File: src/rtl/lock_pkg.sv
// Shared constants and types for the digital lock: digit geometry, BCD limit, code type.
package lock_pkg;
  localparam int NUM_DIGITS = 4;
  localparam int DIGIT_W    = 4;
  localparam int BCD_MAX    = 9;

  typedef logic [NUM_DIGITS*DIGIT_W-1:0] code_t;

  localparam code_t DEFAULT_CODE = 16'h1234;
endpackage

File: src/rtl/code_entry_buffer_if.sv
// Keypad/control-FSM side bus of the code entry buffer.
// master = keypad + control FSM, slave = code_entry_buffer.
interface code_entry_buffer_if #(
  parameter int NUM_DIGITS = lock_pkg::NUM_DIGITS,
  parameter int DIGIT_W    = lock_pkg::DIGIT_W
);
  localparam int CNT_W = $clog2(NUM_DIGITS + 1);

  logic               key_valid;
  logic [DIGIT_W-1:0] key_digit;
  logic               ready_for_input;
  logic               attempt_done;
  logic               clear;
  logic               prog_req;
  logic               prog_allow;
  logic               full;
  logic               match;
  logic [CNT_W-1:0]   digit_count;
  logic               key_err;
  logic               prog_ack;

  modport master (
    output key_valid, key_digit, ready_for_input, attempt_done, clear, prog_req, prog_allow,
    input  full, match, digit_count, key_err, prog_ack
  );

  modport slave (
    input  key_valid, key_digit, ready_for_input, attempt_done, clear, prog_req, prog_allow,
    output full, match, digit_count, key_err, prog_ack
  );
endinterface

File: src/rtl/key_edge_sync.sv
// Two-flop synchroniser for an asynchronous level, plus a one-clock rising-edge pulse.
module key_edge_sync (
  input  logic clk,
  input  logic rst_n,
  input  logic async_in,
  output logic pulse
);
  // sr[1:0] synchronise, sr[2] holds the previous synchronised level
  logic [2:0] sr;

  always_ff @(posedge clk or negedge rst_n) begin
    if (!rst_n) sr <= '0;
    else        sr <= {sr[1:0], async_in};
  end

  assign pulse = sr[1] & ~sr[2];
endmodule

File: src/rtl/code_entry_buffer.sv
// Keypad digit collector: accumulates BCD digits, flags full/match for the lock FSM.
// Optional code programming is enabled by defining CODE_PROG_EN.
module code_entry_buffer #(
  parameter int NUM_DIGITS = lock_pkg::NUM_DIGITS,
  parameter int DIGIT_W    = lock_pkg::DIGIT_W,
  parameter logic [NUM_DIGITS*DIGIT_W-1:0] DEFAULT_CODE = lock_pkg::DEFAULT_CODE
) (
  input logic                clk,
  input logic                rst_n,
  code_entry_buffer_if.slave bus
);
  import lock_pkg::*;

  localparam int CODE_W = NUM_DIGITS * DIGIT_W;
  localparam int CNT_W  = $clog2(NUM_DIGITS + 1);
  localparam logic [CNT_W-1:0] CNT_MAX = CNT_W'(NUM_DIGITS);

  typedef logic [CODE_W-1:0] buf_t;

  buf_t             buffer, buffer_nx, code_reg;
  logic [CNT_W-1:0] count, count_nx;
  logic             full_q, match_q, err_q;
  logic             full_nx, match_nx, err_nx;
  logic             key_stb, digit_ok, prog_take;

  key_edge_sync u_key_sync (
    .clk      (clk),
    .rst_n    (rst_n),
    .async_in (bus.key_valid),
    .pulse    (key_stb)
  );

  assign digit_ok = int'(bus.key_digit) <= BCD_MAX;

`ifdef CODE_PROG_EN
  buf_t code_nx;
  logic ack_q;

  always_ff @(posedge clk or negedge rst_n) begin
    if (!rst_n) begin
      code_reg <= DEFAULT_CODE;
      ack_q    <= 1'b0;
    end else begin
      code_reg <= code_nx;
      ack_q    <= prog_take;
    end
  end

  assign bus.prog_ack = ack_q;
`else
  logic unused_prog;
  assign unused_prog  = bus.prog_req ^ bus.prog_allow;
  assign code_reg     = DEFAULT_CODE;
  assign bus.prog_ack = 1'b0;
`endif

  // Priority: clear/attempt_done, then programming, then the key strobe.
  always_comb begin
    buffer_nx = buffer;
    count_nx  = count;
    err_nx    = 1'b0;
    prog_take = 1'b0;
`ifdef CODE_PROG_EN
    code_nx   = code_reg;
`endif
    if (bus.clear || bus.attempt_done) begin
      buffer_nx = '0;
      count_nx  = '0;
    end else begin
`ifdef CODE_PROG_EN
      if (bus.prog_req) begin
        if (bus.prog_allow && full_q) begin
          prog_take = 1'b1;
          code_nx   = buffer;
          buffer_nx = '0;
          count_nx  = '0;
        end else begin
          err_nx = 1'b1;
        end
      end
`endif
      if (key_stb && !prog_take) begin
        if (bus.ready_for_input && !full_q && digit_ok) begin
          buffer_nx = (buffer << DIGIT_W) | CODE_W'(bus.key_digit);
          count_nx  = count + CNT_W'(1);
        end else begin
          err_nx = 1'b1;
        end
      end
    end
  end

  // Qualifiers come from next state so they move on the same edge as the digit write.
  assign full_nx  = (count_nx == CNT_MAX);
  assign match_nx = full_nx && (buffer_nx == code_reg);

  always_ff @(posedge clk or negedge rst_n) begin
    if (!rst_n) begin
      buffer  <= '0;
      count   <= '0;
      full_q  <= 1'b0;
      match_q <= 1'b0;
      err_q   <= 1'b0;
    end else begin
      buffer  <= buffer_nx;
      count   <= count_nx;
      full_q  <= full_nx;
      match_q <= match_nx;
      err_q   <= err_nx;
    end
  end

  assign bus.full        = full_q;
  assign bus.match       = match_q;
  assign bus.digit_count = count;
  assign bus.key_err     = err_q;
endmodule

File: src/flat_wrapper.sv
// flat-port wrapper written by rule: the top's interface ports become plain ports
module code_entry_buffer_flat import lock_pkg::*;
#(
  parameter int NUM_DIGITS = lock_pkg::NUM_DIGITS,
  parameter int DIGIT_W    = lock_pkg::DIGIT_W,
  parameter logic [NUM_DIGITS*DIGIT_W-1:0] DEFAULT_CODE = lock_pkg::DEFAULT_CODE
)
  (clk, rst_n, bus_key_valid, bus_key_digit, bus_ready_for_input, bus_attempt_done, bus_clear, bus_prog_req, bus_prog_allow, bus_full, bus_match, bus_digit_count, bus_key_err, bus_prog_ack);
  code_entry_buffer_if #(.NUM_DIGITS(NUM_DIGITS), .DIGIT_W(DIGIT_W)) bus_i ();
  input logic clk;
  input logic rst_n;
  input wire logic [$bits(bus_i.key_valid)-1:0] bus_key_valid;
  input wire logic [$bits(bus_i.key_digit)-1:0] bus_key_digit;
  input wire logic [$bits(bus_i.ready_for_input)-1:0] bus_ready_for_input;
  input wire logic [$bits(bus_i.attempt_done)-1:0] bus_attempt_done;
  input wire logic [$bits(bus_i.clear)-1:0] bus_clear;
  input wire logic [$bits(bus_i.prog_req)-1:0] bus_prog_req;
  input wire logic [$bits(bus_i.prog_allow)-1:0] bus_prog_allow;
  output wire logic [$bits(bus_i.full)-1:0] bus_full;
  output wire logic [$bits(bus_i.match)-1:0] bus_match;
  output wire logic [$bits(bus_i.digit_count)-1:0] bus_digit_count;
  output wire logic [$bits(bus_i.key_err)-1:0] bus_key_err;
  output wire logic [$bits(bus_i.prog_ack)-1:0] bus_prog_ack;
  assign bus_i.key_valid = bus_key_valid;
  assign bus_i.key_digit = bus_key_digit;
  assign bus_i.ready_for_input = bus_ready_for_input;
  assign bus_i.attempt_done = bus_attempt_done;
  assign bus_i.clear = bus_clear;
  assign bus_i.prog_req = bus_prog_req;
  assign bus_i.prog_allow = bus_prog_allow;
  assign bus_full = bus_i.full;
  assign bus_match = bus_i.match;
  assign bus_digit_count = bus_i.digit_count;
  assign bus_key_err = bus_i.key_err;
  assign bus_prog_ack = bus_i.prog_ack;
  code_entry_buffer #(.NUM_DIGITS(NUM_DIGITS), .DIGIT_W(DIGIT_W), .DEFAULT_CODE(DEFAULT_CODE)) u_core (.clk(clk), .rst_n(rst_n), .bus(bus_i));
endmodule
File: config.mk
export PLATFORM = sky130hd
export DESIGN_NAME = code_entry_buffer_flat
export DESIGN_NICKNAME = d
export VERILOG_FILES = /design/src/rtl/lock_pkg.sv /design/src/rtl/code_entry_buffer_if.sv /design/src/rtl/key_edge_sync.sv /design/src/rtl/code_entry_buffer.sv /design/src/flat_wrapper.sv
export SDC_FILE = /design/constraint.sdc
export NUM_CORES = 1
export LEC_CHECK = 0
export CORE_AREA = 2 2 69 71
export CTS_BUF_LIST = sky130_fd_sc_hd__clkbuf_8
export DETAILED_ROUTE_END_ITERATION = 10
export DIE_AREA = 0 0 71 73
export PLACE_DENSITY = 0.55
export SYNTH_ARGS = -nofsm -noshare
export SYNTH_HDL_FRONTEND = slang
export SYNTH_SLANG_ARGS = --single-unit
export TNS_END_PERCENT = 20
File: constraint.sdc
create_clock -name clk -period 2.1 [get_ports clk]
set_input_delay 0.21 -clock clk [delete_from_list [all_inputs] [get_ports clk]]
set_output_delay 0.21 -clock clk [all_outputs]
set_load 0.01 [all_outputs]
# Yosys cells after proc, flatten, opt, wreduce, memory -nomap -nowiden
# Index checks and enable logic that the tools add are counted.
# totals
reg_bits,25
latch_bits,0
ramBits,0
rom_bits,0
in_bits,12
output_inout_bits,7
elab_cells,27
memories,0
# op_classes
add_sub_neg,1
n_mul,0
div_mod_pow,0
magnitude_cmp,1
eq_ne,2
shift,0
n_mux,9
bitwise_logic,3
reduce_logical,5
# ops
op,count
16-bit 2-to-1 mux,3
"16-bit by 13-bit equality test with 1-bit output, second input constant",1
16-bit by 4-bit bitwise OR with 16-bit output,1
3-bit 2-to-1 mux,3
"4-bit less-or-equal comparator, second input constant",1
"3-bit by 1-bit adder with 3-bit output, second input constant",1
"3-bit equality test, second input constant",1
1-bit logical AND,3
1-bit 2-to-1 mux,3
1-bit AND,1
1-bit logical NOT,1
1-bit logical OR,1
1-bit NOT,1

# Logic depth before layout (Yosys ltp)
# Gate-level depths: netlist (run 1).
# logic_depth
ltp_word,8
depth_mapped,6
mapped_depth_nobuf,5

# By module
# A second synthesis (run 1) with hierarchy kept.
# unflattened
hier_cells,95
area_unflattened_um2,1137.3
# by_module_without_submodules
mod,instances,cells_each,area_per_inst_um2,seq_area_each_um2
code_entry_buffer,1,91,1048.5,550.5
key_edge_sync,1,4,88.8,75.1

# Least setup slack after synthesis (run 1)
# OpenSTA, ideal clock, no wires.
# synth_timing
path_kind,register -> register
from,reg u_core.buffer[11]
to,reg u_core.match_q (netlist: u_core.bus.match)
setup_time_ps,77
arrival_time_ps,1417
t_required_ps,2023
path_slack_ps,605
path_stages_with_launch,4
n_path_buf,0
period_less_slack_ps,1495
path_cell_list,dfrtp_1 > or4_1 > or4b_1 > a21oi_1
# synth_via
elab_chain_len,6
# synth_lines
element,line,rtl
start: declaration,code_entry_buffer.sv:20,"buf_t buffer, buffer_nx, code_reg;"
start signal: assignment,code_entry_buffer.sv:105,buffer <= buffer_nx;
16-bit by 4-bit bitwise OR with 16-bit output,code_entry_buffer.sv:84,buffer_nx = (buffer << DIGIT_W) | CODE_W'(bus.key_digit);
16-bit 2-to-1 mux,code_entry_buffer.sv:83,if (bus.ready_for_input && !full_q && digit_ok) begin
16-bit 2-to-1 mux *,code_entry_buffer.sv:82,if (key_stb && !prog_take) begin
16-bit 2-to-1 mux *,code_entry_buffer.sv:66,if (bus.clear || bus.attempt_done) begin
16-bit by 13-bit equality test with 1-bit output *,code_entry_buffer.sv:95,assign match_nx = full_nx && (buffer_nx == code_reg);
1-bit logical AND *,code_entry_buffer.sv:95,
net u_core.match_nx,code_entry_buffer.sv:23,"logic full_nx, match_nx, err_nx;"
end signal: assignment,code_entry_buffer.sv:108,match_q <= match_nx;
end: declaration,code_entry_buffer.sv:22,"logic full_q, match_q, err_q;"
# The timed path passes the listed nets; every way through them passes the cells marked *.

# Worst setup path in the final report (run 1)
# Ends and elaborated chain as after synthesis.

==> qor.yml, run 1 <==
multi_input_area_um2: 455.4
drv_slew: 0
synthTopCellsByArea: "dfrtp_1, nand3_1, a21oi_1"
setup_viol: 0
p_comb_frac: 0.085
grt_max_degree: 26
endpoint_kind: "flop"
wire_per_inst_um: 13.28
yosysTopAreaCell: "dfrtp_1"
syn_nets: 127
finalCritPeriodShare: 0.7644
layout-drive-gt1-share: 0.09848
cp_max_fo: 3
dr.pass1.iters: 4
crit_type: "reg2reg"
r2r_slack_ns: 0.49
rsz0062_at_grt: "false"
fin_cells: 186
ctsHoldBuffers: 0
finalInstanceArea_um2: 1396
crit_required_ns: 2.29
antenna_found_initial: 0
yosys_warnings: 0
wl_um: 2470
clkPwrFrac: 0.333
via_per_inst: 4.737
fill_cells: 463
grt_usage: 0.1020
cts_setup_buffers: 0
ant_nets: 0
cts_buffers: 3
fp.dieH_um: 73
max_stage_delay_ns: 0.53
cts.repair.resized: 0
arrival_ns: 1.80
clk_pin_slew_worst_paths_ns: 0.09
slowest_stage: "or4_1"
p_leak_nw: 0.5669
power.switching_mw: 0.1921
io_pins: 19
synth_top_area_share: 0.5631
grt_pass1_vias: 874
dp_cells: 182
fin_nets: 146
cts_root_buf: "clkbuf_8"
p_int_mw: 0.6472
reg2reg_from: "u_core.buffer[11]"
htreeDepth: 1
ir_drop_mv: 0.1873
outcome: "complete, no violations"
cts_sinks: 25
die_w_um: 71
maxCapViolations: 0
fp-row-count: 25
fin_crit_ns: 1.605
synth_area_per_cell_um2: 9.746
diodes: 0
fin_skew_ns: 0.003843
dpl-instance-area_um2: 1351
ys_seq_area_frac: 0.5631
grt_first_pass_wirelength_um: 4153
hpwl_um: 1804
syn_to_final_growth_pct: 25.68
drt_first_iter_violations: 37
setup_tns_ns: 0
reg2reg_depth: 3
syn_area_um2: 1111
regArea_um2: 625.6
clock_latency_ns: 0.27
ys_seq_elements: 25
die_area_um2: 5183
core_um2: 4536
vias: 881
hold_class: "in2async"
fmax_ghz: 0.6229
cts_tree: "yes"
start_kind: "flop"
cts_buffer_depth: 2
timing.rr.end: "u_core.bus.match"
drcViolationCount: 0
path_cells: "or4_1 > or4b_1 > a21oi_1"
initial_core_util: 0.2450
gp_congestion: 0.7892
overflow: 0
p_seq_frac: 0.582
synthDistinctLibCells: 24
io_buffers: 15
final_hold_viol_count: 0
power.density_nw_per_um2: 601.0
switching_share: 0.2289
synth_cells: 114
## per-stage QoR
step / total power, mW / hold slack [ns] / setup slack [ns] / util
finish: 0.8392 / 0.2923 / 0.4947 / 0.3079
global route: 0.8734 / 0.3123 / 0.4342 / 0.3079
CTS: 0.8459 / 0.3020 / 0.4979 / 0.3079
detailed placement: 0.5703 / 0.3457 / 0.2199 / 0.2979
global placement: 0.5687 / 0.3321 / 0.2901 / 0.2979
floorplan: 0.5256 / -0.08559 / 0.6053 / -
## power groups by stage
stage | Sequential [mW] | Combinational, mW | Clock, mW
finish | 0.489 | 0.0714 | 0.279
global route | 0.489 | 0.0777 | 0.307
CTS | 0.489 | 0.0724 | 0.285
detailed placement | 0.498 | 0.0719 | 0
global placement | 0.498 | 0.0711 | 0
floorplan | 0.497 | 0.0281 | 0
## cell usage after synthesis
library cell / count
or2_2: 1
nor4b_2: 1
mux2i_1: 2
xnor2_1: 1
nor4_1: 3
nand2_1: 20
nand4b_1: 1
o21ai_1: 1
ha_1: 1
dfrtp_1: 25
conb_1: 1
nor3_1: 1
nand4_1: 2
nand3_1: 17
clkbuf_1: 5
buf_4: 1
or4_1: 1
nor4bb_1: 2
and3b_1: 1
or4b_1: 2
nor2_1: 5
a21oi_1: 16
xor2_1: 2
buf_2: 2
## routing by layer
layer | track usage | wire length (um)
met2 | 0.1848 | 1276
met1 | 0.1218 | 1114
met5 | 0 | 0
met4 | 0.03145 | 18
met3 | 0.02072 | 60
## how the worst max path moves through the flow
stage                     cells past startpoint  slack (ns)                         to              start
after floorplan                               3        0.61           u_core.bus.match  u_core.buffer[11]
after global placement                        5        0.29           u_core.bus.match   bus_attempt_done
after detailed placement                      5        0.22           u_core.bus.match   bus_attempt_done
after CTS                                     5        0.50           u_core.bus.match   bus_attempt_done
after global routing                          5        0.43  u_core.bus.digit_count[2]    u_core.bus.full
final                                         3        0.49           u_core.bus.match  u_core.buffer[11]
## cell usage in the layout, fill, tap and decap left out, drive strengths merged
cell and instances:
nor4bb 2, inv 1, nor4b 1, mux2i 2, or4 1, nand3 17, ha 1, nand2 20
nor2 5, nand4 2, o21ai 1, or2 1, nor4 3, and3b 1, a21oi 16, conb 1
xnor2 1, or4b 2, xor2 2, clkbuf 3, nor3 1, buf 7, clkdlybuf4s50 15, nand4b 1
dfrtp 25
## final cells by class
cell class	count	share of cell area
sequential	25	0.4480
timing repair buffer	22	0.1452
clock buffer	3	0.02957
tap	54	0.04839
multi-input combinational	81	0.3262
clock inverter	1	0.002688
## cell families (layout without fill, tap and decap cells)
group	Yosys count	count (layout)	share of synthesized area
DFF	25	25	0.5631
muxes	2	2	0.01802
xor gates and xnor gates	3	3	0.02365
buffers and inverters	8	26	0.03266
adders and majority gates	1	1	0.01126
and+or+nand+nor	57	57	0.2714
other	1	1	0.003375
AOI/OAI and AO/OA	17	17	0.07658
## critical path: cells and delay by family, from the launching register on
| kind | cells | cell delay [ns] |
|---|---|---|
| AND/OR/NAND/NOR | 2 | 1.00 |
| flip-flops | 1 | 0.40 |
| AO/OA/AOI/OAI | 1 | 0.14 |
## flip-flops by register name, summed over array words and instances, names as in the netlist
name,cells
u_core.bus.match,1
u_core.buffer,16
u_core.bus.full,1
u_core.bus.digit_count,3
u_core.bus.key_err,1
u_core.u_key_sync.sr,3
(Power assumes the default switching activity.)
==> run 2, diff against run 1 <==
==> constraint.sdc (replaced) <==
create_clock -name clk -period 1.6 [get_ports clk]
set_input_delay 0.16 -clock clk [delete_from_list [all_inputs] [get_ports clk]]
set_output_delay 0.16 -clock clk [all_outputs]
set_load 0.01 [all_outputs]
==> qor.yml, run 2 (synthesized netlist as in run 1, its figures left out) <==
r2r_slack_ns: 0.02
fin_skew_ns: 0.004785
fp-row-count: 25
antenna_found_initial: 0
finalCritPeriodShare: 0.9856
clk_pin_slew_worst_paths_ns: 0.09
reg2reg_depth: 3
cts_setup_buffers: 0
fill_cells: 450
reg2reg_from: "u_core.buffer[11]"
path_cells: "or4_4 > or4b_4 > a21oi_2"
rsz0062_at_grt: "true"
crit_type: "reg2reg"
grt_max_degree: 26
grt_usage: 0.1079
grt_first_pass_wirelength_um: 4443
critical-path-top-delay-family: "simple AND/OR/NAND/NOR gates"
crit_required_ns: 1.81
p_leak_nw: 0.6113
drt_first_iter_violations: 69
hpwl_um: 1908
drv_slew: 0
final_hold_viol_count: 0
grt_pass1_vias: 904
finalInstanceArea_um2: 1476
maxCapViolations: 0
cts_buffers: 3
gp_congestion: 0.8715
outcome: "complete, no violations"
power.density_nw_per_um2: 762.4
die_w_um: 71
cts_tree: "yes"
layout-drive-gt1-share: 0.1844
slowest_stage: "or4_4"
max_stage_delay_ns: 0.54
cts_buffer_depth: 2
drcViolationCount: 0
io_buffers: 15
setup_viol: 0
mostFrequentLayoutCell: "dfrtp_1"
via_per_inst: 4.795
core_um2: 4536
fmax_ghz: 0.6342
hold_ws_ns: 0.2427
initial_core_util: 0.2450
dr.pass1.iters: 4
setup_tns_ns: 0
wl_um: 2553
cp_max_fo: 2
wire_per_inst_um: 13.09
syn_to_final_growth_pct: 32.88
endpoint_kind: "flop"
hold_class: "in2async"
start_kind: "flop"
die_area_um2: 5183
largest_register_ffs: 16
dpl-instance-area_um2: 1419
ir_drop_mv: 0.2208
crit_path_start: "u_core.buffer[11]"
cts_sinks: 25
finalPower_mw: 1.126
diodes: 0
fin_nets: 155
arrival_ns: 1.79
most-common-layout-cells: "dfrtp_1, nand2_1, nand3_1, buf_4"
htreeDepth: 1
clock_latency_ns: 0.27
timing.rr.end: "u_core.bus.match"
regMostFlops: "u_core.buffer"
overflow: 0
vias: 935
worstPathBufferInverterCount: 0
fp.dieH_um: 73
ant_nets: 0
io_pins: 19
cts_root_buf: "clkbuf_8"
fin_crit_ns: 1.577
-- run 2: changes by cell type in the layout (fill, tap and decap cells not counted), sizes merged --
cell	before	now
inv	1	0
clkinv	0	1
buf	7	16
-- run 2: area by class of cell --
class,instances,area [um2],area share
clock buffers,3,41.29,0.02797
clock inverters,1,5.005,0.003390
multi-input cells,81,466.7,0.3161
flip-flops and latches,25,625.6,0.4237
well taps,54,67.56,0.04576
repair buffers,31,270.3,0.1831
-- run 2: timing repair --
item                                    in CTS  in global routing
endpoints found under the setup margin       1                  1
hold buffers                                 0                  0
gates resized for setup                      1                  2
-- run 2: worst max-delay path by stage --
| stage | slack [ns] | cells past startpoint | to |
|---|---|---|---|
| 2_1_floorplan | 0.11 | 3 | u_core.bus.match |
| 3_3_place_gp | -0.14 | 5 | u_core.bus.match |
| 3_5_place_dp | -0.18 | 5 | u_core.bus.match |
| 4_1_cts | 0.006 | 3 | u_core.bus.match |
| 5_1_grt | -0.02 | 3 | u_core.bus.match |
| 6_report | 0.02 | 3 | u_core.bus.match |
-- run 2: stage by stage --
stage | std cells | utilization | worst slack [ns]
2_1_floorplan | 114 | - | 0.1053
3_3_place_gp | 191 | 0.3128 | -0.1354
3_5_place_dp | 191 | 0.3128 | -0.1762
4_1_cts | 195 | 0.3239 | 0.005501
5_1_grt | 195 | 0.3255 | -0.02130
6_report | 195 | 0.3255 | 0.02310
-- run 2: metal layers --
metal | part of all wire | track usage
met5 | 0 | 0
met4 | 0.022 | 0.04612
met3 | 0.041 | 0.01519
met2 | 0.51 | 0.1838
met1 | 0.42 | 0.1374
-- run 2: report_power, final --
group	switching, mW	internal [mW]	leakage [nW]
logic	0.0563	0.0504	0.244
clock network	0.204	0.174	0.0255
registers	0.00315	0.637	0.342
